[config.mk]
export PLATFORM = sky130hd
export DESIGN_NAME = fifo_wr_arbiter
export DESIGN_NICKNAME = d
export VERILOG_FILES = /design/src/rtl/fifo_wr_arbiter.sv
export SDC_FILE = /design/constraint.sdc
export NUM_CORES = 1
export LEC_CHECK = 0
export BUFFER_PORTS_ARGS = -buffer_cell sky130_fd_sc_hd__buf_4
export CORE_MARGIN = 5
export CORE_UTILIZATION = 46
export CTS_BUF_LIST = sky130_fd_sc_hd__clkbuf_4 sky130_fd_sc_hd__clkbuf_8
export DETAILED_ROUTE_END_ITERATION = 6
export GPL_TIMING_DRIVEN = 0
export PLACE_DENSITY = 0.85
export SYNTH_ARGS = -nofsm -noshare
export SYNTH_HDL_FRONTEND = slang
export SYNTH_SLANG_ARGS = --single-unit
[constraint.sdc]
create_clock -name clk -period 2.4 [get_ports clk]
set_input_delay 0.48 -clock clk [delete_from_list [all_inputs] [get_ports clk]]
set_output_delay 0.48 -clock clk [all_outputs]
set_load 0.05 [all_outputs]
[src/rtl/fifo_wr_arbiter.sv]
// Round-robin arbiter sharing one registered FIFO write port among NREQ valid/ready requesters.
// Define FIFO_WR_ARB_STATS_EN to add saturating wr_count / stall_count statistics outputs.
module fifo_wr_arbiter #(
    parameter int NREQ       = 4,
    parameter int FIFO_WIDTH = 16,
    parameter int MAX_BURST  = 4
) (
    input  logic                       clk,
    input  logic                       rst,
    input  logic [NREQ-1:0]            req,
    input  logic [NREQ*FIFO_WIDTH-1:0] req_data,
    output logic [NREQ-1:0]            accept,
    output logic [NREQ-1:0]            gnt,
    output logic                       fifo_wr_en,
    output logic [FIFO_WIDTH-1:0]      fifo_data_in,
    input  logic                       fifo_full,
    input  logic                       fifo_almostfull,
    input  logic                       fifo_wr_ack,
    input  logic                       fifo_overflow,
    output logic                       ovf_err,
    output logic                       busy
`ifdef FIFO_WR_ARB_STATS_EN
    ,
    output logic [15:0]                wr_count,
    output logic [15:0]                stall_count
`endif
);

    localparam int IDX_W = (NREQ > 1) ? $clog2(NREQ) : 1;

    typedef enum logic [1:0] {IDLE, GRANT, DRAIN} state_t;

    state_t                 state, state_nxt;
    logic [IDX_W-1:0]       owner;
    logic [IDX_W-1:0]       rr_ptr;
    logic [IDX_W-1:0]       sel;
    logic                   sel_vld;
    logic [3:0]             burst_cnt;
    logic                   can_write;
    logic                   take;
    logic                   last_word;
    logic [FIFO_WIDTH-1:0]  owner_data;

    // Search from rr_ptr upward with wrap; iterating downward lets the nearest hit win.
    always_comb begin
        int idx;
        idx     = 0;
        sel     = '0;
        sel_vld = 1'b0;
        for (int k = NREQ - 1; k >= 0; k--) begin
            idx = int'(rr_ptr) + k;
            if (idx >= NREQ) idx = idx - NREQ;
            if (req[idx]) begin
                sel     = IDX_W'(idx);
                sel_vld = 1'b1;
            end
        end
    end

    // The second term accounts for a write already registered but not yet seen by the FIFO.
    assign can_write  = !fifo_full && !(fifo_wr_en && fifo_almostfull);
    assign take       = (state == GRANT) && req[owner] && can_write && !rst;
    assign last_word  = (burst_cnt == 4'(MAX_BURST - 1));
    assign owner_data = req_data[int'(owner)*FIFO_WIDTH +: FIFO_WIDTH];
    assign busy       = (state != IDLE);

    always_comb begin
        accept        = '0;
        accept[owner] = take;
    end

    always_comb begin
        state_nxt = state;
        case (state)
            IDLE:    if (sel_vld) state_nxt = GRANT;
            GRANT:   if ((take && last_word) || !req[owner]) state_nxt = DRAIN;
            DRAIN:   state_nxt = IDLE;
            default: state_nxt = IDLE;
        endcase
    end

    always_ff @(posedge clk) begin
        if (rst) state <= IDLE;
        else     state <= state_nxt;
    end

    always_ff @(posedge clk) begin
        if (rst) begin
            gnt          <= '0;
            owner        <= '0;
            rr_ptr       <= '0;
            burst_cnt    <= '0;
            fifo_wr_en   <= 1'b0;
            fifo_data_in <= '0;
            ovf_err      <= 1'b0;
        end else begin
            ovf_err    <= ovf_err | fifo_overflow;
            fifo_wr_en <= take;
            if (take) begin
                fifo_data_in <= owner_data;
                burst_cnt    <= burst_cnt + 4'd1;
            end
            case (state)
                IDLE: begin
                    if (sel_vld) begin
                        owner     <= sel;
                        gnt       <= {{(NREQ-1){1'b0}}, 1'b1} << sel;
                        burst_cnt <= '0;
                    end
                end
                DRAIN: begin
                    gnt <= '0;
                    if (int'(owner) == NREQ - 1) rr_ptr <= '0;
                    else                         rr_ptr <= owner + 1'b1;
                end
                default: ;
            endcase
        end
    end

`ifdef FIFO_WR_ARB_STATS_EN
    // Stall means the owner has a word ready but the FIFO cannot take it.
    always_ff @(posedge clk) begin
        if (rst) begin
            wr_count    <= '0;
            stall_count <= '0;
        end else begin
            if (fifo_wr_ack && wr_count != 16'hFFFF)
                wr_count <= wr_count + 16'd1;
            if (state == GRANT && req[owner] && !can_write && stall_count != 16'hFFFF)
                stall_count <= stall_count + 16'd1;
        end
    end
`endif

endmodule

==> out/results.txt, run 1 <==
The run gives 21.1% as the overall track demand over capacity in global routing. After synthesis the netlist holds a flip-flop and latch count of 32. The most numerous cell type found on the critical path is buf_4. After clock tree synthesis, the repair step resized 3 gates. In the finished design, the share of the clock period the worst path needs comes to 95.3%. The floorplan die area is 5330 µm², and the net switching fraction of the power is 27.8%.

The tool flagged a number of max-cap violations equal to 0. The floorplan step set the die width to 73.0 µm. In the routed design, unresolved DRC markers number 0.

By instance count, the leading cell after synthesis is nand2_1. The worst-case IR drop observed on VDD is 358 µV. The number of levels in the clock H-tree was 2. The first routing iteration left 71 violations. The startpoint identified for the worst register-to-register timing path is owner[1].

In this run, CTS created clock tree buffers numbering 5. The power density normalized to cell area is 568 nW/µm², and the total leakage power is 0.00119 µW. The fraction of layout cells with a size suffix above 1 is 50.9%, and the switching power summed over all nets is 434 µW. The clock passes through at most 2 buffers. In this run the cell area measured after placement is 2620 µm². For this block, the routed nets add up to 5.43 mm of wire. The critical path's top delay family was buffers and inverters.

The clock arrives with 3.03 ps of skew. For this design, the sink count on the clock tree is 32. The number of enable-type register cells in the synthesized netlist works out to 0. The congestion estimate from routability-driven global placement came to 0.836. The commonest cells after synthesis are 40 x nand2_1, 32 x dfxtp_1, 17 x mux4_2.

The critical path is of the flop to output port type. For this run, the number of standard cells in the final layout without fillers is 337. Synthesis instantiated 37 different standard cells from the library.

After detailed routing, the number of vias per cell comes to 5.44. The Yosys warning count is 0, and the number of primary I/O pins is 101. Walking the worst path, the cells encountered are buf_4 -> mux4_2 -> nand3_2 -> inv_2 -> and2_1 -> buf_4. The portion of the post-synthesis area used by sequential elements is 35.1%, and the pin count of the biggest net entering global routing is 16. The final-layout setup total negative slack was 0 ps; the global-route wire length before repair was 8.72 mm. The run finished with clean final reports. The logs give 313 for the count of fill cells added during filler insertion and 4.34 mm for the post-DP HPWL.

The buffers plus inverters on the worst setup path was 3; the delay of the slowest critical-path stage was 360 ps. The relative area change from synthesis to final layout is 50.5%, and the maximum fanout along the worst path is 15. The logs give 0 for the final-report max-slew violation count and 0 for the number of hold-repair buffers added at the cts stage. The sort of element at the end of the critical path is an output port. The tools report the beginning of the critical path as owner[1].

The CTS clock-pin slew for the worst setup and hold paths was 70 ps. By area the synthesized netlist is led by dfxtp_1 35%, mux4_2 21%, nand2_1 8.2%. The dominant synthesized flop cell was dfxtp_1. For the initial antenna violation count, the log shows 0.

The via count of the routed design was 1833. dfxtp_1 takes more of the synthesized area than any other cell. Internal power comes to 1130 µW. The worst hold path belongs to the class input port to flop. Based on the critical path, the design can be clocked at up to 437 MHz. The finished cells cover 2750 µm². Setup violations remaining at the end of the flow were counted as 0. The worst hold path begins at fifo_overflow. Setup repair after global routing left no endpoint under its margin. Routed wirelength normalized by instance count: 16.1 µm. Final-layout worst hold slack: 417 ps.

Data arrives at the worst endpoint at 1810 ps. The number of nets in the finished design is 367, and the data required time of the worst path is 1920 ps. The number of search-and-repair iterations in the first detailed-routing pass was 4. The clock reaches the later pin of the worst-skew pair after 280 ps.

The number of buffers inserted to repair setup after CTS is 0, and the hold violation total from the final report is 0. The area share of the largest cell type after synthesis works out to 35.1%. Sequential cells account for 36.8% of the total power. When the netlist entered floorplanning its net count stood at 263. The initial core utilization came out at 48.8%.

TritonCTS built the clock tree. After synthesis, the share of flip-flops with an asynchronous set or reset is 0%. The run gives 57.0% as the relative slew slack. The floorplan step set the die height to 73.0 µm.

The cell with the biggest individual delay on the critical path is dfxtp_1. The worst setup path is launched from a flop. For the count of placed standard cells including taps, the log shows 330. The number of global-route vias before repair was 1899; the post-synthesis cell area was 1830 µm². The detail route stage leaves a number of antenna-violating nets equal to 0.

The final global-route overflow total is 0, and the count of buffers inserted at the top-level ports is 98. The worst path in the final design needs a cycle of 2290 ps, including I/O delays and setup. The floorplan has 22 rows. The core region area came out at 3740 µm². The pin slew with the least headroom to its limit was 644 ps; the setup slack on the worst flop-to-flop path was 700 ps. For the share of total power in combinational logic, the log shows 26.6%. The root buffer cell was clkbuf_8. The number of antenna diodes in the final layout is 0.

The total power of the final layout is 1560 µW, and the synthesized area divided by synthesized cell count is 9.92 µm². In this run, the clock network consumes 36.6% of the power. For the cell count after synthesis, the log shows 184.
## power by group through the flow
stage               Combinational, µW  Sequential (µW)  Clock, µW
detailed placement                414              586          0
finish                            415              575        572
floorplan                         200              637          0
CTS                               417              575        581
global route                      448              579        603
global placement                  406              585          0
## path summary, 6_finish.rpt
path | to | cells after the start
worst max-delay path | accept[3] | 6
worst max register to register | fifo_data_in[6] | 7
worst min-delay path | ovf_err | 3
worst min register to register | fifo_data_in[15] | 2
## kinds of logic after synthesis
group,Yosys count,share of synthesized area [%]
buffers and inverters,16,5.21
AND/OR/NAND/NOR,77,21.3
flip-flops,32,35.1
adder cells (fa/ha/maj),5,3.43
multiplexers,20,22.6
AO/OA/AOI/OAI,34,12.3
## cells in the final DEF, fill, tap and decap left out, types with 4 or more instances in the layout
master and count:
a21oi_1 15, a21oi_2 8, and2_1 5, buf_4 101
clkbuf_8 7, dfxtp_1 31, ha_1 5, inv_1 4
mux4_2 17, nand2_1 40, nand2b_1 4, nor2_1 10
o31ai_1 4
## per-layer routing
layer | part of all wire [%] | wire length [µm] | global-route usage [%]
met2 | 50 | 2690 | 36.6
met1 | 37 | 2030 | 23.7
met3 | 11 | 577 | 7.30
met4 | 2.2 | 121 | 7.99
met5 | 0 | 0 | 0
## registers in the layout, summed over array words and instances, names as in the netlist
name / count
fifo_data_in: 16
burst_cnt: 4
gnt: 4
owner: 2
rr_ptr: 2
state: 2
fifo_wr_en: 1
ovf_err: 1
## final cells by class
| cell class | count | area [µm²] | area share, % |
|---|---|---|---|
| clock inverters | 1 | 30.0 | 1.09 |
| plain buffers | 10 | 75.1 | 2.73 |
| inverters | 5 | 18.8 | 0.683 |
| well taps | 48 | 60.1 | 2.19 |
| flip-flops and latches | 32 | 642 | 23.4 |
| clock buffers | 7 | 96.3 | 3.51 |
| repair buffers | 98 | 736 | 26.8 |
| multi-input cells | 136 | 1090 | 39.7 |
## worst min-delay path: stages
cell and delay [ps]:
buf_4 80, nor2_1 30, nor2_1 70
## metrics by stage
step           util, %  setup WS, ps
3_3_place_gp      70.0          76.8
6_report          73.4           112
5_1_grt           73.4          3.58
2_1_floorplan        -           219
3_5_place_dp      70.0          79.6
4_1_cts           73.4           105
(Power assumes the default switching activity.)
==> run 2: changes to the inputs <==
--- a/config.mk
+++ b/config.mk
@@ -5,9 +5,10 @@
 export SDC_FILE = /design/constraint.sdc
 export NUM_CORES = 1
 export LEC_CHECK = 0
+export ABC_AREA = 1
 export BUFFER_PORTS_ARGS = -buffer_cell sky130_fd_sc_hd__buf_4
 export CORE_MARGIN = 5
-export CORE_UTILIZATION = 46
+export CORE_UTILIZATION = 47
 export CTS_BUF_LIST = sky130_fd_sc_hd__clkbuf_4 sky130_fd_sc_hd__clkbuf_8
 export DETAILED_ROUTE_END_ITERATION = 6
 export GPL_TIMING_DRIVEN = 0
==> run 2 against run 1 <==
  * Clock-buffer cell count shrank 1
  * Sequential cell count unchanged
  * Core utilization is 2.2 points lower
  * Register-to-register slack gained 70 ps
  * Largest power group is now combinational logic
  * Highest routed layer unchanged
  * Sequential share of layout area shrank 0.95 points
  * Clock power is 31% lower
  * Clock skew up 3.2 ps
  * Global-route usage rose by 1.9 points
  * Critical path depth up 1
  * Critical endpoint unchanged
==> out/results.txt, run 2 <==
Power density normalized to cell area: 641 nW/µm². The most area-hungry cell type in the Yosys netlist is dfxtp_1. Worst hold path class: input port to flop. Combinational logic is responsible for 45.6% of the overall power.

The overall track demand over capacity in global routing was 23.1%; the number of levels in the clock H-tree was 2. Final hold analysis gives a worst-case slack of 409 ps. The register area came out at 643 µm². The dominant synthesized flop cell was dfxtp_1. For this run, the number of Yosys warnings is 0. Number of rows in the core area: 23.

The final weighted congestion in routability-driven placement was 0.849. The critical path starts at owner[0]. The floorplan step defined a die boundary enclosing 5550 µm². The cell count after synthesis came out at 308. Number of hold-repair buffers added at the cts stage: 0.

STA classifies the critical path endpoint as an output port. The synthesized design devotes to its leading area cell type 32.8% of total area. Setup total negative slack on the finished layout was measured at 0 ps. Of the total power, registers draw 32.9%. The via count of the routed design is 2410. The run finished with clean final reports. Data on the critical path is required at its endpoint by 1920 ps. Entering global routing, the biggest net connects 12 pins. After detailed routing, the total wire length is 6.44 mm.

The number of search-and-repair iterations in the first detailed-routing pass came out at 4. The number of nets with antenna violations after routing is 0, and the share of flip-flops with an asynchronous set or reset is 0%. The logs give 1840 µW for the total power of the final layout and 746 µW for the switching power summed over all nets.

The mean number of vias per cell works out to 5.21. The worst register-to-register path has a depth of 9. For the worst setup path, the data arrival time is 1730 ps. The initial antenna violation count came out at 0. The number of flip-flops under the largest register name was 16; the count of final setup violators was 0.

Counting the buffers created by CTS gives 5. The share of the Yosys chip area taken by registers is 32.8%. Dividing the detail-routed wire length by the instance count gives 13.9 µm.

The core region area was 4030 µm²; the internal power was 1090 µW. Leaving out fill and tap cells, the most frequent cells in the layout are 99 x buf_4, 75 x nand2_1, 45 x nor2_1. TritonCTS built the clock tree. For the timing-limited maximum frequency, the log shows 453 MHz. By area the synthesized netlist is led by dfxtp_1 33%, nand2_1 14%, o21ai_0 9.2%. The number of enable-type register cells in the synthesized netlist was 0; the global-route wire length before repair was 9.76 mm. The library cell used most frequently in the layout, excluding fill and tap cells, is buf_4.

Of the total power, the clock network draws 21.4%. Across the run, the number of max-cap violations was 0. Each instance of the synthesized netlist takes up on average 6.34 µm².

The maximum number of buffers from clock root to sink came out at 2. The time the worst path needs with I/O delays and setup was 2210 ps; the total leakage power was 0.00133 µW. The relative area change from synthesis to final layout was 47.0%; the number of nets in the finished design was 492. The worst setup slack after layout is 192 ps. In this run the cell area measured after placement is 2760 µm². The tools report the number of DRC violations after detailed routing as 0. The leading cell type by number of instances after synthesis is nand2_1. After clock tree synthesis, the clock-pin slew on the worst setup and hold paths is 60 ps.

Of the total power, the share spent switching nets is 40.5%. The worst setup path is launched from a flop. The die is 74.5 µm tall. The hold violation total from the final report was 0. Clock tree synthesis found a total of 32 sinks. The clock latency reported for the late side of the worst-skew pair came out at 280 ps. For this configuration, the core starts out at a cell density of 48.5%.

The worst-case IR drop observed on VDD is 368 µV. On the final layout, the worst clock skew is 6.24 ps. The number of buffers inserted to repair setup after CTS was 0.

Ranked by flip-flop count, first place goes to fifo_data_in. Before CTS, the worst setup slack after placement is 264 ps. Number of different library cells in the post-synthesis netlist: 26. The number of DRC markers in iteration 0 was 114; the pin slew with the least headroom to its limit was 545 ps.

The maximum fanout along the worst path is 16. After synthesis the cells add up to 1950 µm². The synthesized netlist net count is 387.

The count of buffers inserted at the top-level ports is 99. The reg-to-reg endpoint is burst_cnt[2]. The number of global-route vias before repair is 2263. Of the available clock period, the critical path in the final layout requires 92.0%.

The total overflow left after global routing is 0. For this design the top-level I/O count stands at 101. The largest registers in the layout are fifo_data_in x16, burst_cnt x4, gnt x4.

Relative slew slack: 63.7%. The worst setup path is of the flop to output port kind. The commonest cells after synthesis are 75 x nand2_1, 45 x nor2_1, 36 x o21ai_0. The run gives 0 as the final-report max-slew violation count.

Counting flops and latches in the post-synthesis netlist gives 32. Across all register-to-register paths, the minimum setup slack is 770 ps. The logs give 0 for the number of antenna cells inserted and 372 for the count of fill cells added during filler insertion. Setup repair after global routing left no endpoint under its margin. The tree is rooted in a clkbuf_8.

The horizontal die dimension was 74.5 µm. The total area of multi-input combinational cells is 1150 µm². In this run the worst setup path terminates at accept[3]. After routing the design area is 2870 µm².

The launch instance of the worst register-to-register path was owner[0]. The fraction of layout cells with a size suffix above 1 was 31.0%; the post-DP HPWL was 4.97 mm.
-- run 2: cell count changes in the layout (fill, tap and decap cells not counted), moves of 14 or more --
cell / before / now
o22ai_1: 0 / 16
mux4_2: 17 / 0
inv_1: 4 / 19
nand2_1: 40 / 75
nor2_1: 10 / 45
nand3_1: 2 / 16
o21ai_0: 3 / 36
-- run 2: stage by stage --
step	std cells	util (%)
3_5_place_dp	457	68.5
5_1_grt	463	71.2
6_report	463	71.2
4_1_cts	464	70.6
3_3_place_gp	457	68.5
2_1_floorplan	308	-
-- run 2: kinds of logic after synthesis --
logic type               after synthesis  share of synthesized area [%]
AND/OR/NAND/NOR                      143                           30.0
AO/OA/AOI/OAI                         86                           23.8
buffers and inverters                 40                           9.22
flip-flops                            32                           32.8
adder cells (fa/ha/maj)                5                           3.20
XOR/XNOR                               2                          0.897
-- run 2: worst min path at each step --
| stage | startpoint | to | slack (ps) | depth (start not counted) |
|---|---|---|---|---|
| after CTS | rst | fifo_data_in[15] | 400 | 2 |
| after global placement | ovf_err | ovf_err | 450 | 2 |
| after floorplan | burst_cnt[1] | burst_cnt[1] | 460 | 2 |
| after detailed placement | ovf_err | ovf_err | 460 | 2 |
| final | rst | fifo_data_in[15] | 410 | 2 |
| after global routing | rst | fifo_data_in[15] | 390 | 2 |
-- run 2: power groups by stage --
| stage | combinational (µW) | clock, µW | sequential [µW] |
|---|---|---|---|
| 6_report | 839 | 394 | 606 |
| 5_1_grt | 918 | 430 | 611 |
| 4_1_cts | 820 | 403 | 603 |
| 3_5_place_dp | 816 | 0 | 614 |
| 3_3_place_gp | 804 | 0 | 612 |
| 2_1_floorplan | 456 | 0 | 702 |
-- run 2: timing repair --
action | CTS | global route
pin swaps | 0 | 2
endpoints found under the setup margin | 4 | 4
gates resized for setup | 2 | 10
gates cloned | 0 | 0
-- run 2: final cells by class --
class                           count  share of cell area (%)
Multi-Input combinational cell    236                    40.0
Clock buffer                        6                    2.66
Timing Repair Buffer               99                    26.0
Tap cell                           50                    2.18
Inverter                           23                    3.14
Buffer                             16                    3.44
Sequential cell                    32                    22.4
Clock inverter                      1                   0.174
-- run 2: critical path: stages (launching register included) --
cell and delay (ps):
dfxtp_2 330, buf_6 140, nand2_1 60, o211ai_1 140, a21boi_4 210, nand3_4 190, nor2_1 160, buf_4 210
-- run 2: routing by layer --
layer  wire length (µm)  up-vias  GRT usage [%]
li1                   -     1228              -
met1               2600     1092           25.7
met2               3260       88           41.5
met3                557        2           8.65
met4                 25        0           5.53
met5                  0        -              0
